--- src/rtl/fetch_pkg.sv ---
// Shared types and defaults for the instruction fetch stage.
// Optional feature macro: FETCH_TIMEOUT_EN (ack watchdog in instr_fetch).
package fetch_pkg;

    localparam int unsigned FETCH_ADDR_W = 10;
    localparam int unsigned FETCH_DATA_W = 32;

    // Request FSM: IDLE waits for a slot, REQ holds the memory request until ack.
    typedef enum logic {
        IDLE = 1'b0,
        REQ  = 1'b1
    } fetch_state_t;

    // One fetched instruction together with the address it came from.
    typedef struct packed {
        logic [FETCH_ADDR_W-1:0] pc;
        logic [FETCH_DATA_W-1:0] word;
    } fetch_entry_t;

endpackage

--- src/rtl/instr_fetch_if.sv ---
// Fetch bus: instruction-memory req/ack channel plus the valid/ready channel to decode.
// master = fetch stage view, slave = memory/decode environment view.
interface instr_fetch_if
    import fetch_pkg::*;
#(
    parameter int unsigned ADDR_W = FETCH_ADDR_W,
    parameter int unsigned DATA_W = FETCH_DATA_W
);
    logic              imem_req;
    logic [ADDR_W-1:0] imem_addr;
    logic              imem_ack;
    logic [DATA_W-1:0] imem_rdata;
    logic              fetch_valid;
    logic              fetch_ready;
    logic [DATA_W-1:0] instruction;
    logic [ADDR_W-1:0] fetch_pc;

    modport master (
        output imem_req, imem_addr, fetch_valid, instruction, fetch_pc,
        input  imem_ack, imem_rdata, fetch_ready
    );

    modport slave (
        input  imem_req, imem_addr, fetch_valid, instruction, fetch_pc,
        output imem_ack, imem_rdata, fetch_ready
    );
endinterface

--- src/rtl/fetch_skid.sv ---
// Output register plus one-entry skid buffer for the fetch -> decode channel.
// Ports: clk, rst_n (async active-low), clear (drop everything held),
//        in_valid/in_data (captured word), out_valid/out_data/out_ready (to decode),
//        skid_full (second slot occupied; upstream must not issue another request).
module fetch_skid
    import fetch_pkg::*;
#(
    parameter type entry_t = fetch_entry_t
) (
    input  logic   clk,
    input  logic   rst_n,
    input  logic   clear,
    input  logic   in_valid,
    input  entry_t in_data,
    input  logic   out_ready,
    output logic   out_valid,
    output entry_t out_data,
    output logic   skid_full
);

    entry_t skid_data;
    logic   skid_valid;
    logic   consume;

    assign consume   = out_valid & out_ready;
    assign skid_full = skid_valid;

    // Output refills from the skid first so words leave in arrival order.
    always_ff @(posedge clk or negedge rst_n) begin
        if (!rst_n) begin
            out_valid  <= 1'b0;
            out_data   <= '0;
            skid_valid <= 1'b0;
            skid_data  <= '0;
        end else if (clear) begin
            out_valid  <= 1'b0;
            skid_valid <= 1'b0;
        end else if (!out_valid || consume) begin
            if (skid_valid) begin
                out_data   <= skid_data;
                out_valid  <= 1'b1;
                skid_valid <= in_valid;
                if (in_valid) begin
                    skid_data <= in_data;
                end
            end else begin
                out_valid <= in_valid;
                if (in_valid) begin
                    out_data <= in_data;
                end
            end
        end else if (in_valid) begin
            skid_data  <= in_data;
            skid_valid <= 1'b1;
        end
    end

endmodule

--- src/rtl/instr_fetch.sv ---
// Instruction fetch stage: samples programCounter, requests the word from instruction
// memory over req/ack, and hands {pc, word} to decode through fetch_skid.
// Ports: clock, resetCPU (async active-low), programCounter, HLT (no new requests),
//        flush (redirect pulse), pc_hold (combinational: 0 only in the cycle a word is
//        captured), fetch_err (watchdog, sticky), bus (instr_fetch_if.master).
// Optional: define FETCH_TIMEOUT_EN to enable the TMO_CYC ack watchdog; otherwise
//        fetch_err is tied 0 and REQ waits indefinitely.
module instr_fetch
    import fetch_pkg::*;
#(
    parameter int unsigned ADDR_W = FETCH_ADDR_W,
    parameter int unsigned DATA_W = FETCH_DATA_W
`ifdef FETCH_TIMEOUT_EN
    ,
    parameter int unsigned TMO_CYC = 64
`endif
) (
    input  logic              clock,
    input  logic              resetCPU,
    input  logic [ADDR_W-1:0] programCounter,
    input  logic              HLT,
    input  logic              flush,
    output logic              pc_hold,
    output logic              fetch_err,
    instr_fetch_if.master     bus
);

    typedef struct packed {
        logic [ADDR_W-1:0] pc;
        logic [DATA_W-1:0] word;
    } entry_t;

    fetch_state_t      state;
    fetch_state_t      state_d;
    logic              req_d;
    logic [ADDR_W-1:0] addr_d;
    logic              drop;
    logic              drop_d;
    logic              skid_full;
    logic              capture;
    logic              tmo;
    logic              err_stop;
    entry_t            cap_entry;
    entry_t            out_entry;

    // A word is kept only if it was not flushed earlier (drop) or in this very cycle.
    assign capture   = (state == REQ) & bus.imem_ack & ~drop & ~flush;
    assign cap_entry = '{pc: bus.imem_addr, word: bus.imem_rdata};

`ifdef FETCH_TIMEOUT_EN
    localparam int unsigned CNT_W = $clog2(TMO_CYC + 1);

    logic [CNT_W-1:0] tmo_cnt;
    logic             err;

    // tmo_cnt holds the number of ack-less REQ cycles already elapsed.
    assign tmo       = (state == REQ) && !bus.imem_ack && (tmo_cnt == CNT_W'(TMO_CYC - 1));
    assign err_stop  = err;
    assign fetch_err = err;

    always_ff @(posedge clock or negedge resetCPU) begin
        if (!resetCPU) begin
            tmo_cnt <= '0;
            err     <= 1'b0;
        end else begin
            if (state != REQ || bus.imem_ack) begin
                tmo_cnt <= '0;
            end else begin
                tmo_cnt <= tmo_cnt + CNT_W'(1);
            end
            if (tmo) begin
                err <= 1'b1;
            end
        end
    end
`else
    assign tmo       = 1'b0;
    assign err_stop  = 1'b0;
    assign fetch_err = 1'b0;
`endif

    // State and registered request outputs.
    always_ff @(posedge clock or negedge resetCPU) begin
        if (!resetCPU) begin
            state         <= IDLE;
            bus.imem_req  <= 1'b0;
            bus.imem_addr <= '0;
            drop          <= 1'b0;
        end else begin
            state         <= state_d;
            bus.imem_req  <= req_d;
            bus.imem_addr <= addr_d;
            drop          <= drop_d;
        end
    end

    // Next state: one outstanding request at most, none while halted, flushing or backed up.
    always_comb begin
        state_d = state;
        case (state)
            IDLE: begin
                if (!HLT && !flush && !skid_full && !err_stop) begin
                    state_d = REQ;
                end
            end
            REQ: begin
                if (bus.imem_ack || tmo) begin
                    state_d = IDLE;
                end
            end
            default: state_d = IDLE;
        endcase
    end

    // Output decode: request address, drop flag and PC hold.
    always_comb begin
        req_d   = 1'b0;
        addr_d  = bus.imem_addr;
        drop_d  = drop;
        pc_hold = 1'b1;
        if (state == IDLE && state_d == REQ) begin
            addr_d = programCounter;
        end
        req_d = (state_d == REQ);
        // A flush cannot abort the request; remember to discard its word instead.
        if (state_d == IDLE) begin
            drop_d = 1'b0;
        end else if (state == REQ && flush) begin
            drop_d = 1'b1;
        end
        if (capture) begin
            pc_hold = 1'b0;
        end
    end

    fetch_skid #(
        .entry_t (entry_t)
    ) u_skid (
        .clk       (clock),
        .rst_n     (resetCPU),
        .clear     (flush),
        .in_valid  (capture),
        .in_data   (cap_entry),
        .out_ready (bus.fetch_ready),
        .out_valid (bus.fetch_valid),
        .out_data  (out_entry),
        .skid_full (skid_full)
    );

    assign bus.instruction = out_entry.word;
    assign bus.fetch_pc    = out_entry.pc;

endmodule
--- src/flat_wrapper.sv ---
// flat-port wrapper written by rule: the top's interface ports become plain ports
module instr_fetch_flat import fetch_pkg::*;
#(
    parameter int unsigned ADDR_W = FETCH_ADDR_W,
    parameter int unsigned DATA_W = FETCH_DATA_W

)
  (clock, resetCPU, programCounter, HLT, flush, pc_hold, fetch_err, bus_imem_req, bus_imem_addr, bus_fetch_valid, bus_instruction, bus_fetch_pc, bus_imem_ack, bus_imem_rdata, bus_fetch_ready);
  instr_fetch_if #(.ADDR_W(ADDR_W), .DATA_W(DATA_W)) bus_i ();
  input  logic clock;
  input  logic resetCPU;
  input  logic [ADDR_W-1:0] programCounter;
  input  logic HLT;
  input  logic flush;
  output logic pc_hold;
  output logic fetch_err;
  output wire logic [$bits(bus_i.imem_req)-1:0] bus_imem_req;
  output wire logic [$bits(bus_i.imem_addr)-1:0] bus_imem_addr;
  output wire logic [$bits(bus_i.fetch_valid)-1:0] bus_fetch_valid;
  output wire logic [$bits(bus_i.instruction)-1:0] bus_instruction;
  output wire logic [$bits(bus_i.fetch_pc)-1:0] bus_fetch_pc;
  input wire logic [$bits(bus_i.imem_ack)-1:0] bus_imem_ack;
  input wire logic [$bits(bus_i.imem_rdata)-1:0] bus_imem_rdata;
  input wire logic [$bits(bus_i.fetch_ready)-1:0] bus_fetch_ready;
  assign bus_imem_req = bus_i.imem_req;
  assign bus_imem_addr = bus_i.imem_addr;
  assign bus_fetch_valid = bus_i.fetch_valid;
  assign bus_instruction = bus_i.instruction;
  assign bus_fetch_pc = bus_i.fetch_pc;
  assign bus_i.imem_ack = bus_imem_ack;
  assign bus_i.imem_rdata = bus_imem_rdata;
  assign bus_i.fetch_ready = bus_fetch_ready;
  instr_fetch #(.ADDR_W(ADDR_W), .DATA_W(DATA_W)) u_core (.clock(clock), .resetCPU(resetCPU), .programCounter(programCounter), .HLT(HLT), .flush(flush), .pc_hold(pc_hold), .fetch_err(fetch_err), .bus(bus_i));
endmodule
--- config.mk ---
export PLATFORM = sky130hd
export DESIGN_NAME = instr_fetch_flat
export DESIGN_NICKNAME = d
export VERILOG_FILES = /design/src/rtl/fetch_pkg.sv /design/src/rtl/instr_fetch_if.sv /design/src/rtl/fetch_skid.sv /design/src/rtl/instr_fetch.sv /design/src/flat_wrapper.sv
export SDC_FILE = /design/constraint.sdc
export NUM_CORES = 1
export LEC_CHECK = 0
export CAP_MARGIN = 20
export CORE_UTILIZATION = 54
export DETAILED_ROUTE_END_ITERATION = 12
export PLACE_DENSITY = 0.87
export SLEW_MARGIN = 5
export SYNTH_ARGS = -nofsm -noshare
export SYNTH_HDL_FRONTEND = slang
export SYNTH_SLANG_ARGS = --single-unit
--- constraint.sdc ---
create_clock -name clock -period 3.9 [get_ports clock]
set_input_delay 0.975 -clock clock [delete_from_list [all_inputs] [get_ports clock]]
set_output_delay 0.975 -clock clock [all_outputs]
set_load 0.02 [all_outputs]
==> impl_results.md <==
* CTS Sinks at 98
* TritonCTS clock tree: yes
* Final WL at 8254 um
* Starting Density at 0.5623
* Crit path DAT at 2.51 ns
* GP Congestion at around 0.69
* Met3 usage at 0.05141
* CP required at 2.92 ns
* Antenna diodes at 0
* Post-cts resize count at 0
* Startpoint Class: primary input
* CP Capture Type: output pin
* Max-slew violation count at 0
* PortBufs at 102
* Number of hold violations in the final report at 0
* Slew headroom at 0.4256
* Max cap viols at 0
* Final setup fails at 0
* FF+latch count, synth at between 90 and 100
* Total Routing Usage GR at 0.2078
* Clock Power Share at 0.189
* Crit path kind: in -> out
* Drt first pass iters at 4
* Yosys warnings at 0
* P_int at 2121 uW
* P&R area growth vs syn at 28.84%
* Worst-Skew Late Latency at around 0.35 ns
* Crit share post-route at 0.8933
* Worst Hold Class: reg -> reg
* Core Region at 7807 um2
* Initial antenna violation count at 0
* Initial DRC count at 46
* Crit path time final at 3.484 ns
* DIE WIDTH at 92.17 um
* Largest net degree at the start of global routing at a little under 70
* DR WL/cell at 17.23 um
* Sequential area share after synthesis at 0.5586
* Total grt overflow at 0
* Syn nets at 315
* RSZ-0062 raised after global routing: false
* Reg clk slew, reported paths at 0.08 ns
* Sequential power share at 0.462
* Worst-margin pin slew at 0.8615 ns
* Mapped Avg Cell Area at 16.44 um2
* Post-CTS setup buffer count at 0
* Detail Route Antenna Nets at 0
* Busiest grt layer: met2
* Share of cells above drive strength 1 at 0.4218
* Layout Skew at around 0.0080 ns
* Gate power share at 0.349
* Full die area at 8495 um2
* CTS Buffer Depth at 2
* Post-Synthesis Cells at 267
* Height of the die at 92.17 um
* Critical-path maximum fanout at 6
* Sw Ratio at 0.3049
* Vias in the first global route at 2765
* Peak VDD IR at 0.3657 mV
* Residual DRC count at 0
* Via count at 2555
* Post-Syn Area at about 4400 um2
* Row count at 32
* Post-DP HPWL at 5654 um
* FMAX at between 200 and 300 MHz
* Met2 usage at 0.3228
* Final #Nets at between 400 and 500
* H-tree depth at 3
* CTS root buffer: clkbuf_8
* Final instance area at approximately 5700 um2
* Status: completed
* Routing usage on met1 at 0.2900
* Psw at between 900 and 1000 uW
* Vias/cell at 5.334
* Synth cell types at 23
* CTS Hold Bufs at 0
* Setup TNS at 0 ns
* I/O pins at 104
* CTS Buf Count at 9
* First-pass GRT wire length at 13570 um
* Leakage power total at roughly 0.0025 uW
* PD cells at 539.4 nW/um2
* Cell Area, Placed at 5484 um2
-- per-stage QoR --
step                      cells  hold slack, ns    util  total power, uW  setup slack [ns]
after floorplan             267          0.4736       -             1950             1.593
after global placement      463          0.4818  0.7024             2462            0.4947
after detailed placement    463          0.4902  0.7024             2503            0.4482
after CTS                   479          0.5120  0.7245             3090            0.4346
after global routing        479          0.5235  0.7245             3199            0.3654
final                       479          0.5108  0.7245             3051            0.4160
-- registers in the layout, summed over array words and instances, names as in the netlist --
| signal | count |
|---|---|
| u_core.u_skid.skid_full | 1 |
| u_core.bus.imem_req | 1 |
| u_core.u_skid.out_data | 42 |
| u_core.u_skid.skid_data | 42 |
| u_core.drop | 1 |
| u_core.bus.imem_addr | 10 |
| u_core.u_skid.out_valid | 1 |
-- cell families after synthesis --
family | Yosys count | synth area share
AOI/OAI and AO/OA | 8 | 0.01653
DFF | 98 | 0.5586
and+or+nand+nor | 5 | 0.009404
other | 1 | 0.0008541
muxes | 136 | 0.3830
buffers and inverters | 19 | 0.03163
-- worst max-delay path: stages --
cell and delay (ns):
clkdlybuf4s50_1 0.63, nand4bb_1 0.26, clkdlybuf4s50_1 0.64
-- cell usage after synthesis --
| cell | number | area [um2] |
|---|---|---|
| inv_1 | 3 | 11.26 |
| a21oi_1 | 1 | 5.000 |
| a31oi_1 | 1 | 6.260 |
| buf_2 | 3 | 15.01 |
| dfrtp_1 | 98 | 2452 |
| mux2_4 | 40 | 600.6 |
| mux2_2 | 92 | 1036 |
| conb_1 | 1 | 3.750 |
| buf_4 | 1 | 7.510 |
| nor4_2 | 1 | 12.51 |
| nand2b_1 | 1 | 6.260 |
| a21o_1 | 2 | 15.01 |
| buf_1 | 1 | 3.750 |
| clkbuf_1 | 3 | 11.26 |
| nor2_1 | 1 | 3.750 |
| o22ai_1 | 1 | 6.260 |
| buf_6 | 8 | 90.09 |
| nand4bb_1 | 1 | 11.26 |
| nand3b_1 | 1 | 7.510 |
| o2bb2ai_1 | 1 | 8.760 |
| a221oi_4 | 1 | 26.28 |
| o21ai_0 | 1 | 5.000 |
| mux2_1 | 4 | 45.04 |
-- final timing paths --
kind,slack [ns],from,end,cells past startpoint
worst max-delay path,0.42,flush,pc_hold,3
worst min-delay path,0.51,u_core.u_skid.out_data[13]$_DFFE_PN0P_,u_core.u_skid.out_data[13]$_DFFE_PN0P_,1
worst max register to register,1.75,u_core.u_skid.skid_full$_DFFE_PN0P_,u_core.u_skid.skid_data[28]$_DFFE_PN0P_,4
worst min register to register,0.51,u_core.u_skid.out_data[13]$_DFFE_PN0P_,u_core.u_skid.out_data[13]$_DFFE_PN0P_,1
max in group asynchronous,2.41,resetCPU,u_core.u_skid.skid_data[32]$_DFFE_PN0P_,2
min in group asynchronous,0.73,resetCPU,u_core.u_skid.skid_data[6]$_DFFE_PN0P_,1
-- power groups by stage --
stage / clock (uW) / sequential [uW] / combinational (uW)
4_1_cts: 600 / 1410 / 1080
6_report: 577 / 1410 / 1060
5_1_grt: 634 / 1440 / 1120
3_5_place_dp: 0 / 1430 / 1070
3_3_place_gp: 0 / 1410 / 1050
2_1_floorplan: 0 / 1650 / 305
-- placed cells by master, fill, tap and decap left out, types with 2 or more instances in the layout --
cell type	netlist	layout
mux2_2	92	92
clkbuf_1	3	2
mux2_1	4	4
dfrtp_1	98	97
buf_4	1	8
mux2_4	40	40
inv_1	3	3
clkinvlp_4	0	3
clkbuf_8	0	10
clkdlybuf4s50_1	0	101
-- layer usage --
layer  wire length (um)  vias up
met5                  0        -
met3                475        8
met1               3830     1312
met2               3856       72
met4                 91        0
li1                   -     1163
-- final cells by class --
class / count / area, um2
Tap cell: 102 / 127.6
Inverter: 3 / 11.26
Clock buffer: 12 / 145.1
Multi-Input combinational cell: 150 / 1800
Clock inverter: 4 / 27.53
Fill cell: 525 / 2151
Timing Repair Buffer: 110 / 1091
Sequential cell: 98 / 2454
Power figures use the tool's default switching activity.
